## config.mk

```make
export PLATFORM = sky130hd
export DESIGN_NAME = uart_tx_8n1
export DESIGN_NICKNAME = d
export VERILOG_FILES = /design/src/rtl/uart_tx_8n1.sv
export SDC_FILE = /design/constraint.sdc
export NUM_CORES = 1
export LEC_CHECK = 0
export CORE_MARGIN = 2
export CORE_UTILIZATION = 35
export CTS_BUF_LIST = sky130_fd_sc_hd__clkbuf_4
export DETAILED_ROUTE_END_ITERATION = 10
export MAX_ROUTING_LAYER = met4
export PLACE_DENSITY = 0.56
export SYNTH_ARGS = -nofsm -noshare
export SYNTH_HDL_FRONTEND = slang
export SYNTH_SLANG_ARGS = --single-unit
```

## constraint.sdc

```tcl
create_clock -name clk -period 6 [get_ports clk]
set_input_delay 0.6 -clock clk [delete_from_list [all_inputs] [get_ports clk]]
set_output_delay 0.6 -clock clk [all_outputs]
set_load 0.02 [all_outputs]
```

## src/rtl/uart_tx_8n1.sv

```systemverilog
// uart_tx_8n1: 8N1 UART transmitter (LSB first, idle-high line) fed by a
// small circular byte FIFO. Frames are sent back-to-back while bytes are queued.
//
// Handshake: a byte is written on any posedge where tx_valid && tx_ready.
// The producer holds tx_valid and tx_data stable until that edge. tx_ready
// is simply "FIFO not full", and it never depends on tx_valid.
module uart_tx_8n1 #(
  parameter int BAUD_TICKS = 5208,
  parameter int FIFO_DEPTH = 4
) (
  input  logic                             clk,
  input  logic                             rst_n,
  input  logic [7:0]                       tx_data,
  input  logic                             tx_valid,
  output logic                             tx_ready,
  output logic                             tx,
  output logic                             busy,
  output logic                             tx_done,
  output logic [$clog2(FIFO_DEPTH+1)-1:0]  fifo_level,
  output logic [1:0]                       dbg_state
);

  localparam int CW = $clog2(BAUD_TICKS);
  localparam int PW = $clog2(FIFO_DEPTH);
  localparam int LW = $clog2(FIFO_DEPTH + 1);

  localparam logic [CW-1:0] LAST_TICK = CW'(BAUD_TICKS - 1);
  localparam logic [LW-1:0] FULL_LVL  = LW'(FIFO_DEPTH);

  localparam logic [1:0] S_IDLE  = 2'd0;
  localparam logic [1:0] S_START = 2'd1;
  localparam logic [1:0] S_DATA  = 2'd2;
  localparam logic [1:0] S_STOP  = 2'd3;

  logic [7:0]    r_mem [FIFO_DEPTH];
  logic [PW-1:0] r_wr_ptr;
  logic [PW-1:0] r_rd_ptr;
  logic [LW-1:0] r_level;

  logic [1:0]    r_state;
  logic [CW-1:0] r_cnt;
  logic [2:0]    r_bit_idx;
  logic [7:0]    r_shift;
  logic          r_tx;
  logic          r_done;

  logic          w_push;
  logic          w_pop;
  logic          w_fifo_empty;
  logic          w_tick_end;

  assign w_fifo_empty = (r_level == '0);
  assign w_tick_end   = (r_cnt == LAST_TICK);
  assign w_push       = tx_valid && tx_ready;
  // The head is consumed when idle, or at the very end of a stop bit so the
  // next start bit follows with no idle gap.
  assign w_pop        = !w_fifo_empty &&
                        ((r_state == S_IDLE) || ((r_state == S_STOP) && w_tick_end));

  assign tx_ready   = (r_level != FULL_LVL);
  assign tx         = r_tx;
  assign tx_done    = r_done;
  assign fifo_level = r_level;
  assign busy       = (r_state != S_IDLE) || !w_fifo_empty;
  assign dbg_state  = r_state;

  // FIFO storage: written on an accepted handshake, no reset needed.
  always_ff @(posedge clk) begin
    if (w_push) begin
      r_mem[r_wr_ptr] <= tx_data;
    end
  end

  // FIFO pointers and occupancy; a push and pop together keep the level.
  always_ff @(posedge clk or negedge rst_n) begin
    if (!rst_n) begin
      r_wr_ptr <= '0;
      r_rd_ptr <= '0;
      r_level  <= '0;
    end else begin
      if (w_push) r_wr_ptr <= r_wr_ptr + PW'(1);
      if (w_pop)  r_rd_ptr <= r_rd_ptr + PW'(1);
      if (w_push && !w_pop)      r_level <= r_level + LW'(1);
      else if (w_pop && !w_push) r_level <= r_level - LW'(1);
    end
  end

  // Frame FSM: start bit, 8 data bits LSB first, stop bit, each BAUD_TICKS long.
  always_ff @(posedge clk or negedge rst_n) begin
    if (!rst_n) begin
      r_state   <= S_IDLE;
      r_cnt     <= '0;
      r_bit_idx <= '0;
      r_shift   <= '0;
      r_tx      <= 1'b1;
      r_done    <= 1'b0;
    end else begin
      r_done <= 1'b0;
      case (r_state)
        S_IDLE: begin
          r_tx <= 1'b1;
          if (w_pop) begin
            r_shift <= r_mem[r_rd_ptr];
            r_tx    <= 1'b0;
            r_cnt   <= '0;
            r_state <= S_START;
          end
        end
        S_START: begin
          if (w_tick_end) begin
            r_cnt     <= '0;
            r_tx      <= r_shift[0];
            r_bit_idx <= '0;
            r_state   <= S_DATA;
          end else begin
            r_cnt <= r_cnt + CW'(1);
          end
        end
        S_DATA: begin
          if (w_tick_end) begin
            r_cnt <= '0;
            if (r_bit_idx == 3'd7) begin
              r_tx    <= 1'b1;
              r_state <= S_STOP;
            end else begin
              r_shift   <= {1'b0, r_shift[7:1]};
              r_tx      <= r_shift[1];
              r_bit_idx <= r_bit_idx + 3'd1;
            end
          end else begin
            r_cnt <= r_cnt + CW'(1);
          end
        end
        S_STOP: begin
          if (w_tick_end) begin
            r_cnt  <= '0;
            r_done <= 1'b1;
            if (w_pop) begin
              r_shift <= r_mem[r_rd_ptr];
              r_tx    <= 1'b0;
              r_state <= S_START;
            end else begin
              r_state <= S_IDLE;
            end
          end else begin
            r_cnt <= r_cnt + CW'(1);
          end
        end
        default: begin
          r_state <= S_IDLE;
          r_tx    <= 1'b1;
        end
      endcase
    end
  end

endmodule

```

==> impl_summary.md <==
Run status
The run finished with clean final reports.

Detailed routing
The post-detailed-route via-to-cell ratio is 5.28. For this block, the routed nets add up to 6670 um of wire. Before antenna repair, the detailed router went through 4 iterations.

The count of nets left with antenna violations once routing finished came out at 0. Dividing the detail-routed wire length by the instance count gives 15.6 um. Summing over every cut layer, the via total after detailed routing is 2253. The iteration-0 DRC count of the detailed router is 105. The count of unresolved DRC violations after routing is 0.

Die
The standard-cell row count is 35. The die covers 0.0104 mm2. In this run the standard cell core region covers 0.00928 mm2.

For this design the top-level I/O count stands at 20. The initial core utilization is 36.3%. The vertical extent of the die is 102 um. The horizontal die dimension is 102 um.

Final layout
From synthesis to final layout, the design area changed by 13.1%. Across the whole layout, storage elements account for 0.00184 mm2. The post-route netlist has 17.1% of its cells at a drive strength greater than 1. After the flow finishes, the layout carries non-filler instances totaling 427. Summing all multi-input logic gate instances after layout gives 0.00143 mm2. The commonest non-fill, non-tap cell in the layout is sky130_fd_sc_hd__dfrtp_1. The antenna diode instance count is 0. After filler insertion, the fill cell instance count of the layout stands at 929. The number of nets in the layout is 317.

In the layout the commonest cells are sky130_fd_sc_hd__dfrtp_1 (34), sky130_fd_sc_hd__edfxtp_1 (32), sky130_fd_sc_hd__clkdlybuf4s50_1 (18).

Synth
The number of enable-type register cells in the synthesized netlist is 32. During synthesis, Yosys emitted a total of 0 warnings. When the netlist entered floorplanning its net count stood at 296. In this run, distinct cell masters in the synthesized netlist total 53. The most used flip-flop cell after synthesis is sky130_fd_sc_hd__dfrtp_1. A synthesized cell averages 12.4 um2. Sequential cells were found to cover 54.5% of the synthesized design area. After synthesis the cells add up to 0.00337 mm2. Synthesis produced 272 cells. After synthesis the netlist holds a flip-flop and latch count of 67.

The share of synthesized registers carrying an async set or reset is 52.2%.

Clock network
Counting along the longest clock path gives a buffer depth of 2. The number of cells upsized or downsized after cts is 0. The H-tree depth reported by CTS is 3. The TritonCTS clock tree is done. The cell at the root of the clock tree is sky130_fd_sc_hd__clkbuf_4. The clock latency on the worst-skew pair is 430 ps. Counting the buffers created by CTS gives 9.

After clock tree synthesis, the flow added hold-fix buffers numbering 0. The post-CTS setup buffer count is 0. For this design, the sink count on the clock tree is 67. After clock tree synthesis, the clock-pin slew on the worst setup and hold paths is 120 ps.

Critical path
Across all register-to-register paths, the minimum setup slack is 3160 ps. The beginning of the worst register-to-register path is r_cnt[9]. At the worst endpoint, the required time is 5400 ps. In this run the critical register-to-register path is captured at fifo_level[1]. The worst setup path is of the flip-flop to primary output kind. The biggest fanout along the worst timing path is 13.

The critical path launch point type is a flip-flop. At the worst endpoint, the arrival time is 2610 ps. The depth of the most critical reg-to-reg path is 7. The kind of capture point of the worst setup path is a primary output.

GRT
The maximum number of pins on one net before global-route repair is 36. The total routing resource utilization after global routing is 14.7%. The initial antenna violation count was 0. The total overflow left after global routing is 0. The via count of the first global-routing pass is 2271. The first-pass GRT wire length is 11200 um.

STA
The worst setup skew after layout is 18.9 ps. Timing would allow up to 0.311 GHz. The final max-slew violation count is 0. Measured against its own limit, the worst slew margin works out to 32.0%. The setup total negative slack is 0 ps.

For the finished layout, the period the worst path requires is 3210 ps. In the finished design, the share of the clock period the worst path needs comes to 53.5%. The worst hold slack across all endpoints is 252 ps. Setup violations remaining at the end of the flow were counted as 0. The number of hold violations in the final report is 0. Setup repair after global routing left no endpoint under its margin. At the pin with the least slew margin, the transition time is 1010 ps.

Power
IR analysis of the VDD net gives a maximum drop of 0.000176 V. The power per standard cell area is 272 mW/mm2. The leakage power is 0.00143 uW.

Run
Max-cap violations in this run came to 0.

Worst hold path
The classification of the worst-slack hold path is input port to async pin.

Place
The number of buffer cells added on primary ports is 19. The global placer's final weighted congestion is 0.843. Detailed placement finished with a half-perimeter wire length of 4650 um. The cell count after placement is 411.
power breakdown:
| group | switching (uW) | leakage, uW | internal [uW] | total [uW] |
|---|---|---|---|---|
| registers | 44.6 | 0.000728 | 548 | 592 |
| clock network | 182 | 0.0000596 | 89.6 | 272 |
| logic | 91.9 | 0.000645 | 80.8 | 173 |
| total | 319 | 0.00143 | 718 | 1040 |
registers in the layout (all words and copies together) (netlist names), 2 cells and up:
register,flops
r_bit_idx,3
dbg_state,2
r_shift,8
r_wr_ptr,2
r_cnt,13
fifo_level,3
r_mem,32
r_rd_ptr,2
stage by stage:
step                power, uW  area [um2]  setup slack (ps)  util [%]
floorplan                 699        3370              3430         -
global placement          777        3690              3220      39.7
detailed placement        780        3690              3180      39.7
CTS                      1050        3810              2770      41.1
global route             1100        3810              2570      41.1
finish                   1040        3810              2790      41.1
critical path, stage by stage (launching register included):
cell and delay (ps):
sky130_fd_sc_hd__dfrtp_1 460, sky130_fd_sc_hd__inv_1 120, sky130_fd_sc_hd__ha_1 440, sky130_fd_sc_hd__nor4b_1 300, sky130_fd_sc_hd__buf_4 240, sky130_fd_sc_hd__inv_1 90
sky130_fd_sc_hd__clkdlybuf4s50_1 540
cell type report:
type,count,area share [%]
Sequential cell,67,48.2
Multi-Input combinational cell,178,37.6
Timing Repair Buffer,20,5.05
Tap cell,129,4.23
Clock buffer,9,1.77
Inverter,17,1.67
Clock inverter,7,1.51
synth_stat cells (3+ instances only):
cell | count | area share, %
sky130_fd_sc_hd__dfrtp_1 | 34 | 25
sky130_fd_sc_hd__edfxtp_1 | 32 | 28
sky130_fd_sc_hd__inv_1 | 17 | 1.9
sky130_fd_sc_hd__nand2_1 | 15 | 1.7
sky130_fd_sc_hd__nor2_1 | 14 | 1.6
sky130_fd_sc_hd__nor3_1 | 13 | 1.9
sky130_fd_sc_hd__ha_1 | 12 | 4.4
sky130_fd_sc_hd__mux2_2 | 12 | 4.0
sky130_fd_sc_hd__o21ai_0 | 10 | 1.5
sky130_fd_sc_hd__clkbuf_1 | 9 | 1.0
sky130_fd_sc_hd__a21oi_1 | 8 | 1.2
sky130_fd_sc_hd__mux4_2 | 8 | 5.3
sky130_fd_sc_hd__a21o_1 | 7 | 1.6
sky130_fd_sc_hd__a22o_1 | 7 | 1.8
sky130_fd_sc_hd__and3_1 | 6 | 1.1
sky130_fd_sc_hd__a221oi_2 | 5 | 2.2
sky130_fd_sc_hd__nand3_1 | 5 | 0.74
sky130_fd_sc_hd__nor4_1 | 5 | 0.93
sky130_fd_sc_hd__xnor2_1 | 4 | 1.0
sky130_fd_sc_hd__and2_1 | 3 | 0.56
sky130_fd_sc_hd__nand4_1 | 3 | 0.56
sky130_fd_sc_hd__o31ai_1 | 3 | 0.67
sky130_fd_sc_hd__or4_1 | 3 | 0.67
worst max-delay path by stage:
stage	startpoint	end	slack (ps)	cells after the start
3_3_place_gp	r_cnt[9]	fifo_level[1]	3220	7
5_1_grt	dbg_state[0]	busy	2570	6
3_5_place_dp	r_cnt[9]	fifo_level[1]	3180	7
2_1_floorplan	r_cnt[9]	fifo_level[1]	3430	7
6_report	dbg_state[0]	busy	2790	6
4_1_cts	dbg_state[0]	busy	2770	6
layer usage:
metal / share of wire (%) / vias up / routed length [um] / track usage, %
met2: 49 / 45 / 3250 / 23.1
li1: - / 1079 / - / -
met1: 46 / 1122 / 3050 / 17.9
met5: 0 / - / 0 / -
met4: 1.3 / 0 / 89 / 6.36
met3: 4.1 / 7 / 275 / 3.97
cells by family (layout without fill, tap and decap cells):
| logic type | count (synthesis) | count (layout) | synth area share, % |
|---|---|---|---|
| compound gates | 55 | 55 | 12.6 |
| xor+xnor | 6 | 6 | 1.56 |
| flops | 67 | 67 | 54.5 |
| buf+inv | 27 | 53 | 3.04 |
| fa+ha+maj | 13 | 13 | 5.04 |
| simple gates | 83 | 83 | 13.7 |
| mux | 21 | 21 | 9.64 |
(Power assumes the default switching activity.)
